### config.mk
export PLATFORM = sky130hd
export DESIGN_NAME = spi_cfg_arbiter
export DESIGN_NICKNAME = d
export VERILOG_FILES = /design/src/rtl/spi_cfg_pkg.sv /design/src/rtl/spi_rr_pick.sv /design/src/rtl/spi_cfg_arbiter.sv
export SDC_FILE = /design/constraint.sdc
export NUM_CORES = 1
export LEC_CHECK = 0
export ABC_CLOCK_PERIOD_IN_PS = 2100
export CAP_MARGIN = 10
export CORE_UTILIZATION = 30
export DETAILED_ROUTE_END_ITERATION = 7
export PLACE_DENSITY_LB_ADDON = 0.05
export SYNTH_ARGS = -nofsm -noshare
export SYNTH_HDL_FRONTEND = slang
export SYNTH_HIERARCHICAL = 1
export SYNTH_SLANG_ARGS = --single-unit
### constraint.sdc
create_clock -name clk -period 2.1 [get_ports clk]
set_clock_uncertainty 0.05 [all_clocks]
set_input_delay 0.42 -clock clk [delete_from_list [all_inputs] [get_ports clk]]
set_output_delay 0.42 -clock clk [all_outputs]
set_load 0.005 [all_outputs]
### src/rtl/spi_cfg_pkg.sv
// Shared definitions for the SPI configuration arbiter, spi_master and the
// per-device configuration sequencers.
package spi_cfg_pkg;

  // Default bus widths shared with spi_master and the cfg sequencers.
  localparam int CFG_MOSI_DATA_WIDTH  = 24;  // 16-bit instruction header + 8-bit data
  localparam int CFG_MISO_DATA_WIDTH  = 8;
  localparam int CFG_INSTR_HEADER_LEN = 16;

  // Largest requester count the index helper handles.
  localparam int CFG_MAX_REQ = 8;

  // Arbiter states.
  typedef enum logic [1:0] {
    IDLE  = 2'd0,
    GRANT = 2'd1,
    DRAIN = 2'd2
  } arb_state_t;

  // One-hot to binary index. Bits are OR-ed together, so a one-hot input
  // gives its position and an all-zero input gives 0.
  function automatic logic [2:0] onehot_to_idx(input logic [CFG_MAX_REQ-1:0] onehot);
    logic [2:0] idx;
    idx = '0;
    for (int i = 0; i < CFG_MAX_REQ; i++) begin
      if (onehot[i]) begin
        idx = idx | 3'(i);
      end
    end
    return idx;
  endfunction

endpackage

### src/rtl/spi_rr_pick.sv
// Combinational round-robin picker: returns the first set request at or
// after the pointer, wrapping around, as both one-hot and binary index.
module spi_rr_pick
  import spi_cfg_pkg::*;
#(
  parameter int N_REQ = 3,
  localparam int IDX_W = (N_REQ > 1) ? $clog2(N_REQ) : 1
) (
  input  logic [N_REQ-1:0] req,
  input  logic [IDX_W-1:0] ptr,
  output logic [N_REQ-1:0] onehot,
  output logic [IDX_W-1:0] idx
);

  logic             found;
  logic [IDX_W-1:0] pos;

  // Scan from the pointer forward and keep only the first hit.
  always_comb begin
    onehot = '0;
    found  = 1'b0;
    pos    = '0;
    for (int off = 0; off < N_REQ; off++) begin
      pos = IDX_W'((int'(ptr) + off) % N_REQ);
      if (!found && req[pos]) begin
        onehot[pos] = 1'b1;
        found       = 1'b1;
      end
    end
  end

  assign idx = IDX_W'(onehot_to_idx(CFG_MAX_REQ'(onehot)));

endmodule

### src/rtl/spi_cfg_arbiter.sv
// Round-robin arbiter that lends the single spi_master to one configuration
// sequencer for a whole sequence, forwards its commands and steers cs_n.
// Optional idle-grant watchdog: define SPI_ARB_TIMEOUT_EN.
module spi_cfg_arbiter
  import spi_cfg_pkg::*;
#(
  parameter int N_REQ           = 3,
  parameter int MOSI_DATA_WIDTH = CFG_MOSI_DATA_WIDTH,
  parameter int MISO_DATA_WIDTH = CFG_MISO_DATA_WIDTH,
  parameter int TIMEOUT_CYCLES  = 1048576
) (
  input  logic                           clk,
  input  logic                           rst,
  input  logic [N_REQ-1:0]               i_req,
  output logic [N_REQ-1:0]               o_gnt,
  input  logic [N_REQ-1:0]               i_wr_cmd,
  input  logic [N_REQ-1:0]               i_rd_cmd,
  input  logic [N_REQ*MOSI_DATA_WIDTH-1:0] i_wr_data,
  output logic [N_REQ-1:0]               o_busy,
  output logic [MISO_DATA_WIDTH:0]       o_rd_data,
  output logic                           o_spi_wr_cmd,
  output logic                           o_spi_rd_cmd,
  output logic [MOSI_DATA_WIDTH-1:0]     o_spi_wr_data,
  input  logic                           i_spi_busy,
  input  logic [MISO_DATA_WIDTH:0]       i_spi_rd_data,
  input  logic                           i_spi_cs_n,
  output logic [N_REQ-1:0]               o_cs_n,
  output logic                           o_timeout
);

  localparam int IDX_W = (N_REQ > 1) ? $clog2(N_REQ) : 1;

  arb_state_t               state_reg, state_next;
  logic [N_REQ-1:0]         gnt_reg, gnt_next;
  logic [IDX_W-1:0]         idx_reg, idx_next;
  logic [IDX_W-1:0]         rr_ptr_reg, rr_ptr_next;
  logic                     wr_cmd_reg, wr_cmd_next;
  logic                     rd_cmd_reg, rd_cmd_next;
  logic [MOSI_DATA_WIDTH-1:0] wr_data_reg, wr_data_next;

  logic [N_REQ-1:0]         pick_onehot;
  logic [IDX_W-1:0]         pick_idx;
  logic [MOSI_DATA_WIDTH-1:0] slot_data [N_REQ];
  logic                     slot_req, slot_wr, slot_rd;
  logic                     fwd_wr, fwd_rd, pending;

`ifdef SPI_ARB_TIMEOUT_EN
  localparam int CNT_W = (TIMEOUT_CYCLES > 2) ? $clog2(TIMEOUT_CYCLES) : 1;
  localparam logic [CNT_W-1:0] CNT_MAX = CNT_W'(TIMEOUT_CYCLES - 1);
  logic [CNT_W-1:0] cnt_reg, cnt_next;
  logic             timeout_reg, timeout_next;
`endif

  spi_rr_pick #(.N_REQ(N_REQ)) u_pick (
    .req    (i_req),
    .ptr    (rr_ptr_reg),
    .onehot (pick_onehot),
    .idx    (pick_idx)
  );

  // Unpack the write words and build per-pin cs_n / busy views.
  generate
    for (genvar gi = 0; gi < N_REQ; gi++) begin : g_slot
      assign slot_data[gi] = i_wr_data[gi*MOSI_DATA_WIDTH +: MOSI_DATA_WIDTH];
      assign o_cs_n[gi]    = gnt_reg[gi] ? i_spi_cs_n : 1'b1;
      // Non-granted sequencers always see busy so they never start a transfer.
      assign o_busy[gi]    = gnt_reg[gi] ? (i_spi_busy | pending) : 1'b1;
    end
  endgenerate

  assign slot_req = i_req[idx_reg];
  assign slot_wr  = i_wr_cmd[idx_reg];
  assign slot_rd  = i_rd_cmd[idx_reg];
  // A simultaneous write and read from the holder: the write wins.
  assign fwd_wr   = slot_wr & ~i_spi_busy;
  assign fwd_rd   = slot_rd & ~slot_wr & ~i_spi_busy;
  // Command registered towards spi_master but not yet reflected in its busy.
  assign pending  = wr_cmd_reg | rd_cmd_reg;

  assign o_gnt         = gnt_reg;
  assign o_spi_wr_cmd  = wr_cmd_reg;
  assign o_spi_rd_cmd  = rd_cmd_reg;
  assign o_spi_wr_data = wr_data_reg;
  assign o_rd_data     = i_spi_rd_data;

  // Next-state and registered-output logic of the grant FSM.
  always_comb begin
    state_next   = state_reg;
    gnt_next     = gnt_reg;
    idx_next     = idx_reg;
    rr_ptr_next  = rr_ptr_reg;
    wr_cmd_next  = 1'b0;
    rd_cmd_next  = 1'b0;
    wr_data_next = wr_data_reg;
`ifdef SPI_ARB_TIMEOUT_EN
    cnt_next     = cnt_reg;
    timeout_next = timeout_reg;
`endif
    case (state_reg)
      IDLE: begin
        if (|i_req) begin
          gnt_next   = pick_onehot;
          idx_next   = pick_idx;
          state_next = GRANT;
`ifdef SPI_ARB_TIMEOUT_EN
          cnt_next   = '0;
`endif
        end
      end
      GRANT: begin
        wr_cmd_next = fwd_wr;
        rd_cmd_next = fwd_rd;
        if (fwd_wr | fwd_rd) begin
          wr_data_next = slot_data[idx_reg];
        end
        if (!slot_req) begin
          state_next = DRAIN;
        end
`ifdef SPI_ARB_TIMEOUT_EN
        if (fwd_wr | fwd_rd) begin
          cnt_next = '0;
        end else if (cnt_reg == CNT_MAX) begin
          state_next   = DRAIN;
          timeout_next = 1'b1;
        end else begin
          cnt_next = cnt_reg + 1'b1;
        end
`endif
      end
      DRAIN: begin
        // Release only once spi_master is idle and nothing is still queued to it.
        if (!i_spi_busy && !pending) begin
          gnt_next    = '0;
          rr_ptr_next = IDX_W'((int'(idx_reg) + 1) % N_REQ);
          state_next  = IDLE;
        end
      end
      default: begin
        gnt_next   = '0;
        state_next = IDLE;
      end
    endcase
  end

  // State and output registers; reset returns the bus to all-idle at once.
  always_ff @(posedge clk or posedge rst) begin
    if (rst) begin
      state_reg   <= IDLE;
      gnt_reg     <= '0;
      idx_reg     <= '0;
      rr_ptr_reg  <= '0;
      wr_cmd_reg  <= 1'b0;
      rd_cmd_reg  <= 1'b0;
      wr_data_reg <= '0;
    end else begin
      state_reg   <= state_next;
      gnt_reg     <= gnt_next;
      idx_reg     <= idx_next;
      rr_ptr_reg  <= rr_ptr_next;
      wr_cmd_reg  <= wr_cmd_next;
      rd_cmd_reg  <= rd_cmd_next;
      wr_data_reg <= wr_data_next;
    end
  end

`ifdef SPI_ARB_TIMEOUT_EN
  // Watchdog counter and sticky timeout flag.
  always_ff @(posedge clk or posedge rst) begin
    if (rst) begin
      cnt_reg     <= '0;
      timeout_reg <= 1'b0;
    end else begin
      cnt_reg     <= cnt_next;
      timeout_reg <= timeout_next;
    end
  end

  assign o_timeout = timeout_reg;
`else
  assign o_timeout = 1'b0;
`endif

endmodule

# Yosys cells after proc, flatten, opt, wreduce, memory -nomap -nowiden
# Cells that the tools add are included.
# totals
regBits	35
inputBits	94
out_inout_bits	45
wordCells	99
# op_classes
addsub	3
div_mod_pow	4
magnitude_cmp	8
n_eq_ne	5
mux	43
n_bitwise	12
n_reduce_logical	17
# op_table
cell	n
$mod 32x3->32 const B	3
$bmux 24 s2	1
$mux 24	2
$mod 3x3->32 const B	1
$mux 1	20
$mux 3	5
$bmux 1 s2	6
$lt 2x3->1 const B	4
$pmux 3 s3	1
$mux 2	4
$add 2x1->3 const B	2
$demux 1 s2	3
$ge 2x1->1 const B	3
$logic_and 1x1->1	6
$ne 2x2->1 const B	3
$or 3x3->3	2
$pmux 2 s3	1
$reduce_and 2->1	3
$reduce_and 3->1	2
$logic_not 1->1	4
$add 2x2->3 const B	1
$and 1x1->1	3
$ge 3x3->1 const B	1
$not 1->1	3
6 further kinds	8

# Logic depth before layout (Yosys ltp)
# Gate-level depths: netlist (run 1).
# depth
depth_word	12
ltp_mapped	10
mapped_depth_nobuf	8

# Cells and area by module
# The synthesis (run 1) kept the hierarchy.
# by_module_without_submodules
mod	instances	cells_each	area_per_inst_um2
spi_cfg_arbiter	1	198	2163.3
spi_rr_pick	1	38	287.8

# Least setup slack after synthesis (run 1)
# Ideal clock, no wire load.
# synth_path
kind	flip-flop to flip-flop
from	register rr_ptr_reg[0]
to	register gnt_reg[2] (netlist: o_gnt[2])
setup_ps	101
arrival_time_ps	1846
t_required_ps	1949
setup_slack_ps	103
path_stages_with_launch	10
n_path_buf	2
synth_period_minus_slack_ps	1997
path_cell_list	dfrtp_1 -> inv_1 -> ha_1 -> buf_2 -> a221oi_1 -> o211ai_1 -> o211ai_1 -> buf_4 -> o2bb2a_1 -> o32ai_1
# synth_between
elab_chain_len	12
# synth_lines
element	line	source
from (decl)	spi_cfg_arbiter.sv:36	logic [IDX_W-1:0] rr_ptr_reg, rr_ptr_next;
from (signal assigned)	spi_cfg_arbiter.sv:159	rr_ptr_reg <= rr_ptr_next;
$add 2x1->3 / $mod 3x3->32 (equally long branches)	spi_rr_pick.sv:24	pos = IDX_W'((int'(ptr) + off) % N_REQ);
$mod 32x3->32 (tied with other cells)	spi_rr_pick.sv:24	
$lt 2x3->1 (implied by the code) (tied with other cells)	spi_rr_pick.sv:26	onehot[pos] = 1'b1;
$logic_and 1x1->1 (implied by the code) (tied with other cells)	spi_rr_pick.sv:26	
$mux 1 (implied by the code) (tied with other cells)	spi_rr_pick.sv:26	
$demux 1 s2 (tied with other cells)	-	
$or 3x3->3 (no line) / $mux 1 (equally long branches)	-	
$mux 3 / $logic_not 1->1 (equally long branches)	spi_rr_pick.sv:25	if (!found && req[pos]) begin
$or 3x3->3 (no line) / $logic_and 1x1->1 (equally long branches)	-	
$mux 3 (*)	spi_rr_pick.sv:25	
net pick_onehot[2]	spi_cfg_arbiter.sv:41	logic [N_REQ-1:0] pick_onehot;
$mux 3 (*)	spi_cfg_arbiter.sv:101	if (|i_req) begin
$pmux 3 s3 (*)	spi_cfg_arbiter.sv:99	case (state_reg)
to (signal assigned)	spi_cfg_arbiter.sv:157	gnt_reg <= gnt_next;
to (decl)	spi_cfg_arbiter.sv:34	logic [N_REQ-1:0] gnt_reg, gnt_next;
# Mark *: on every way through the listed nets, which the timed path passes. The rest lies on a longest branch. The select of a mux whose other input is x is not followed.
# A chain may end at the register's enable or synchronous reset.

# Worst setup path in the final report (run 1)
# layout_path
from	register rr_ptr_reg[1]
to	register gnt_reg[2] (netlist: o_gnt[2])
# layout_between
elab_chain_len	12
# layout_lines
element	line
$add 2x1->3 / $mod 3x3->32 (equally long branches)	spi_rr_pick.sv:24
$mod 32x3->32 (tied with other cells)	spi_rr_pick.sv:24
$lt 2x3->1 (implied by the code) (tied with other cells)	spi_rr_pick.sv:26
$logic_and 1x1->1 (implied by the code) (tied with other cells)	spi_rr_pick.sv:26
$mux 1 (implied by the code) (tied with other cells)	spi_rr_pick.sv:26
$demux 1 s2 (tied with other cells)	-
$or 3x3->3 (no line) / $mux 1 (equally long branches)	-
$mux 3 / $logic_not 1->1 (equally long branches)	spi_rr_pick.sv:25
$or 3x3->3 (no line) / $logic_and 1x1->1 (equally long branches)	-
$mux 3 (*)	spi_rr_pick.sv:25
$mux 3 (*)	spi_cfg_arbiter.sv:101
$pmux 3 s3 (*)	spi_cfg_arbiter.sv:99
# Every way passes the cells marked *; elsewhere a longest branch is shown, timed or not. The select of a mux whose other input is x is not followed.

==> reports/results.txt, run 1 <==
Clk slew on worst S/H paths: 70 ps
Fillers: 734
Area fraction of the dominant cell type after synthesis: 35.7%
Synth-to-Final Area Change: 57.8%
Vias per cell: 4.70
Register area: 877 sq um
CP arrival: 2150 ps
Total CTS buffers: 5
Register area share after synthesis: 35.7%
Multi-input logic area: 0.00139 sq mm
Share of cells above drive strength 1: 18.0%
Die area: 0.00854 sq mm
CP Launch Type: flip-flop
Final hold vios: 0
WL met1: 3150 um
GP Congestion: 0.803
DR WL met2: 3010 um
DR iter-0 viols: 91
Worst EP required: 2230 ps
Avg Cell Area, Syn: 10.4 sq um
Largest net degree at the start of global routing: 36
Clk buf depth: 2
H-tree level count: 2
Critical path capture point: o_gnt[2]
Fin crit share: 96.4%
Clk_lat worst skew: 280 ps
Slowest CP cell: dfrtp_1
Vias in the first global route: 2,202
PortBufs: 119
Placed cell count: 448
Total global routing track utilization: 15.9%
I/O pin cnt: 139
Initial antenna violation count: 0
Drt pass-1 iters: 4
Most frequent cells in the layout: 117 x clkdlybuf4s50_1, 34 x dfrtp_1, 31 x mux2i_1
WL per Instance: 14.7 um
Crit-path leading delay family: compound AO/OA/AOI/OAI gates
Leading cell type in the layout, fill and taps excluded: clkdlybuf4s50_1
Nets@finish: 453
Dpl hpwl: 5040 um
Synth Net Count: 335
Hold Path Class: reg2reg
Non-Filler Instances: 457
Antenna Cells: 0
Initial core utilization: 31.4%
CP startpoint: rr_ptr_reg[1]
Highest Clock Rate: 494 MHz
Warnings, synthesis: 6
Max_cap viols: 0
Number of synthesized register bits: 35
Power per standard cell area: 1140 mW/mm^2
Synth area leader: dfrtp_1
Root Buffer: clkbuf_8
CTS tree: yes
Buffers and inverters on the worst path: 2
R2R Path Start: rr_ptr_reg[1]
Final Max Tran Viols: 0
Final number of setup-violating endpoints: 0
Critical path capture point type: flip-flop
Max FO, Critical Path: 4
Drt total wl: 6700 um
Leakage: 1.61 nW
Final Critical Period: 2030 ps
Met3 Wirelength: 457 um
Synth area leaders: dfrtp_1 36%, mux2i_1 13%, mux2_4 12%
Chip width: 92.4 um
Critical path, cell by cell: inv_1 -> ha_1 -> mux2i_1 -> o22ai_2 -> buf_4 -> o211ai_1 -> o2bb2a_1 -> o32ai_1
CTS sink cnt: 35
Row count: 32
Max reg flops: 24
R2R Setup Slk: 70 ps
CP max stage delay: 420 ps
Post-synth cell types: 38
R2R depth: 8
Via count: 2,150
Logic depth of the worst path, buffers included: 8
Core box area: 0.00781 sq mm
GR Overflow Total: 0
Mapped cell area: 0.00245 sq mm
Die Height: 92.4 um
ANT nets after route: 0
Status: finished clean
Peak VDD IR: 540 uV
DRC viols: 0
Setup CP Type: reg2reg
Post-Syn Instances: 236
TNS Setup: 0 ps
RR Endpoint: o_gnt[2]
Max layer used: met4
First-pass GRT wire length: 10,800 um
==> worst min path at each step <==
| stage | end | depth (start not counted) | start | slack, ps |
|---|---|---|---|---|
| after floorplan | o_spi_wr_data[19] | 1 | o_spi_wr_data[19] | 450 |
| after global placement | o_spi_wr_data[20] | 1 | o_spi_wr_data[20] | 440 |
| after detailed placement | o_spi_wr_data[15] | 1 | o_spi_wr_data[15] | 450 |
| after CTS | o_spi_wr_data[19] | 1 | o_spi_wr_data[19] | 460 |
| after global routing | o_spi_wr_data[15] | 1 | o_spi_wr_data[15] | 480 |
| final | o_spi_wr_data[13] | 1 | o_spi_wr_data[13] | 460 |
==> area by class of cell <==
| class | instances | share of cell area (%) |
|---|---|---|
| sequential | 35 | 22.7 |
| tap | 102 | 3.30 |
| timing repair buffer | 139 | 34.9 |
| clock buffer | 8 | 2.59 |
| multi-input combinational | 166 | 35.8 |
| inverter | 7 | 0.679 |
==> logic make-up after synthesis <==
| kind of cell | count (synthesis) | share of synthesized area (%) |
|---|---|---|
| muxes | 58 | 28.1 |
| AOI/OAI and AO/OA | 49 | 13.2 |
| adders and majority gates | 5 | 2.55 |
| buffers and inverters | 35 | 8.78 |
| and+or+nand+nor | 53 | 11.5 |
| DFF | 35 | 35.7 |
| other | 1 | 0.153 |
==> worst reg2reg max path, stage by stage (launching register included) <==
cell      delay (ps)
dfrtp_1          420
inv_1             90
ha_1             190
mux2i_1          290
o22ai_2          130
buf_4            150
o211ai_1         210
o2bb2a_1         250
o32ai_1          140
==> cell usage after synthesis <==
cell type	instances
nand3_1	24
buf_2	3
a22oi_1	1
o2bb2ai_2	2
nand2b_1	6
mux2i_1	31
buf_1	2
nand2_1	6
inv_1	6
nor4bb_1	1
o21ai_0	27
o2bb2ai_1	1
conb_1	1
a22o_1	2
a221oi_1	1
o21ai_4	1
clkbuf_1	5
clkinv_1	1
ha_1	5
mux2_4	20
mux2_2	7
a21oi_1	2
o22ai_1	3
nor2_1	6
nand3b_1	3
nor2b_1	2
o211ai_1	5
o2bb2a_1	1
buf_6	4
and2_1	1
buf_4	13
o32ai_1	1
and4bb_2	1
o31a_1	1
clkbuf_2	1
dfrtp_1	35
o21ai_1	1
nor3_1	3
==> metrics by stage <==
step	setup slack, ps	instance area, sq um	util, %	power [mW]	hold WS [ps]
after detailed placement	-94.6	3740	47.9	3.84	446
after global routing	-71.2	3870	49.5	4.76	478
after global placement	-34.0	3740	47.9	3.83	439
after floorplan	103	2450	-	2.76	454
final	74.9	3870	49.5	4.41	460
after CTS	54.8	3840	49.2	4.40	465
==> routing by layer <==
metal	global-route usage, %	vias to the layer above
met1	21.5	988
met5	0	-
met4	5.86	0
li1	-	1077
met2	24.7	74
met3	3.78	11
==> timing repair <==
action / CTS / global route
pin swaps: 0 / 1
setup endpoints to repair: 3 / 1
hold buffers: 0 / 0
gates resized for setup: 3 / 4
setup buffers: 0 / 1
==> where the power goes <==
group	leakage [nW]	internal (mW)	switching, mW
Combinational	1.12	1.60	1.08
Sequential	0.432	0.985	0.210
Clock	0.0515	0.300	0.238
Total	1.61	2.88	1.53
No activity file was read; power rests on OpenSTA's default activity.
==> run 2: changes to the inputs <==
--- a/config.mk
+++ b/config.mk
@@ -9,6 +9,7 @@
 export CAP_MARGIN = 10
 export CORE_UTILIZATION = 30
 export DETAILED_ROUTE_END_ITERATION = 7
+export HOLD_SLACK_MARGIN = 0.08
 export PLACE_DENSITY_LB_ADDON = 0.05
 export SYNTH_ARGS = -nofsm -noshare
 export SYNTH_HDL_FRONTEND = slang
==> results of run 2 <==
No change in the layout: final DEF, timing and power equal those of run 1.
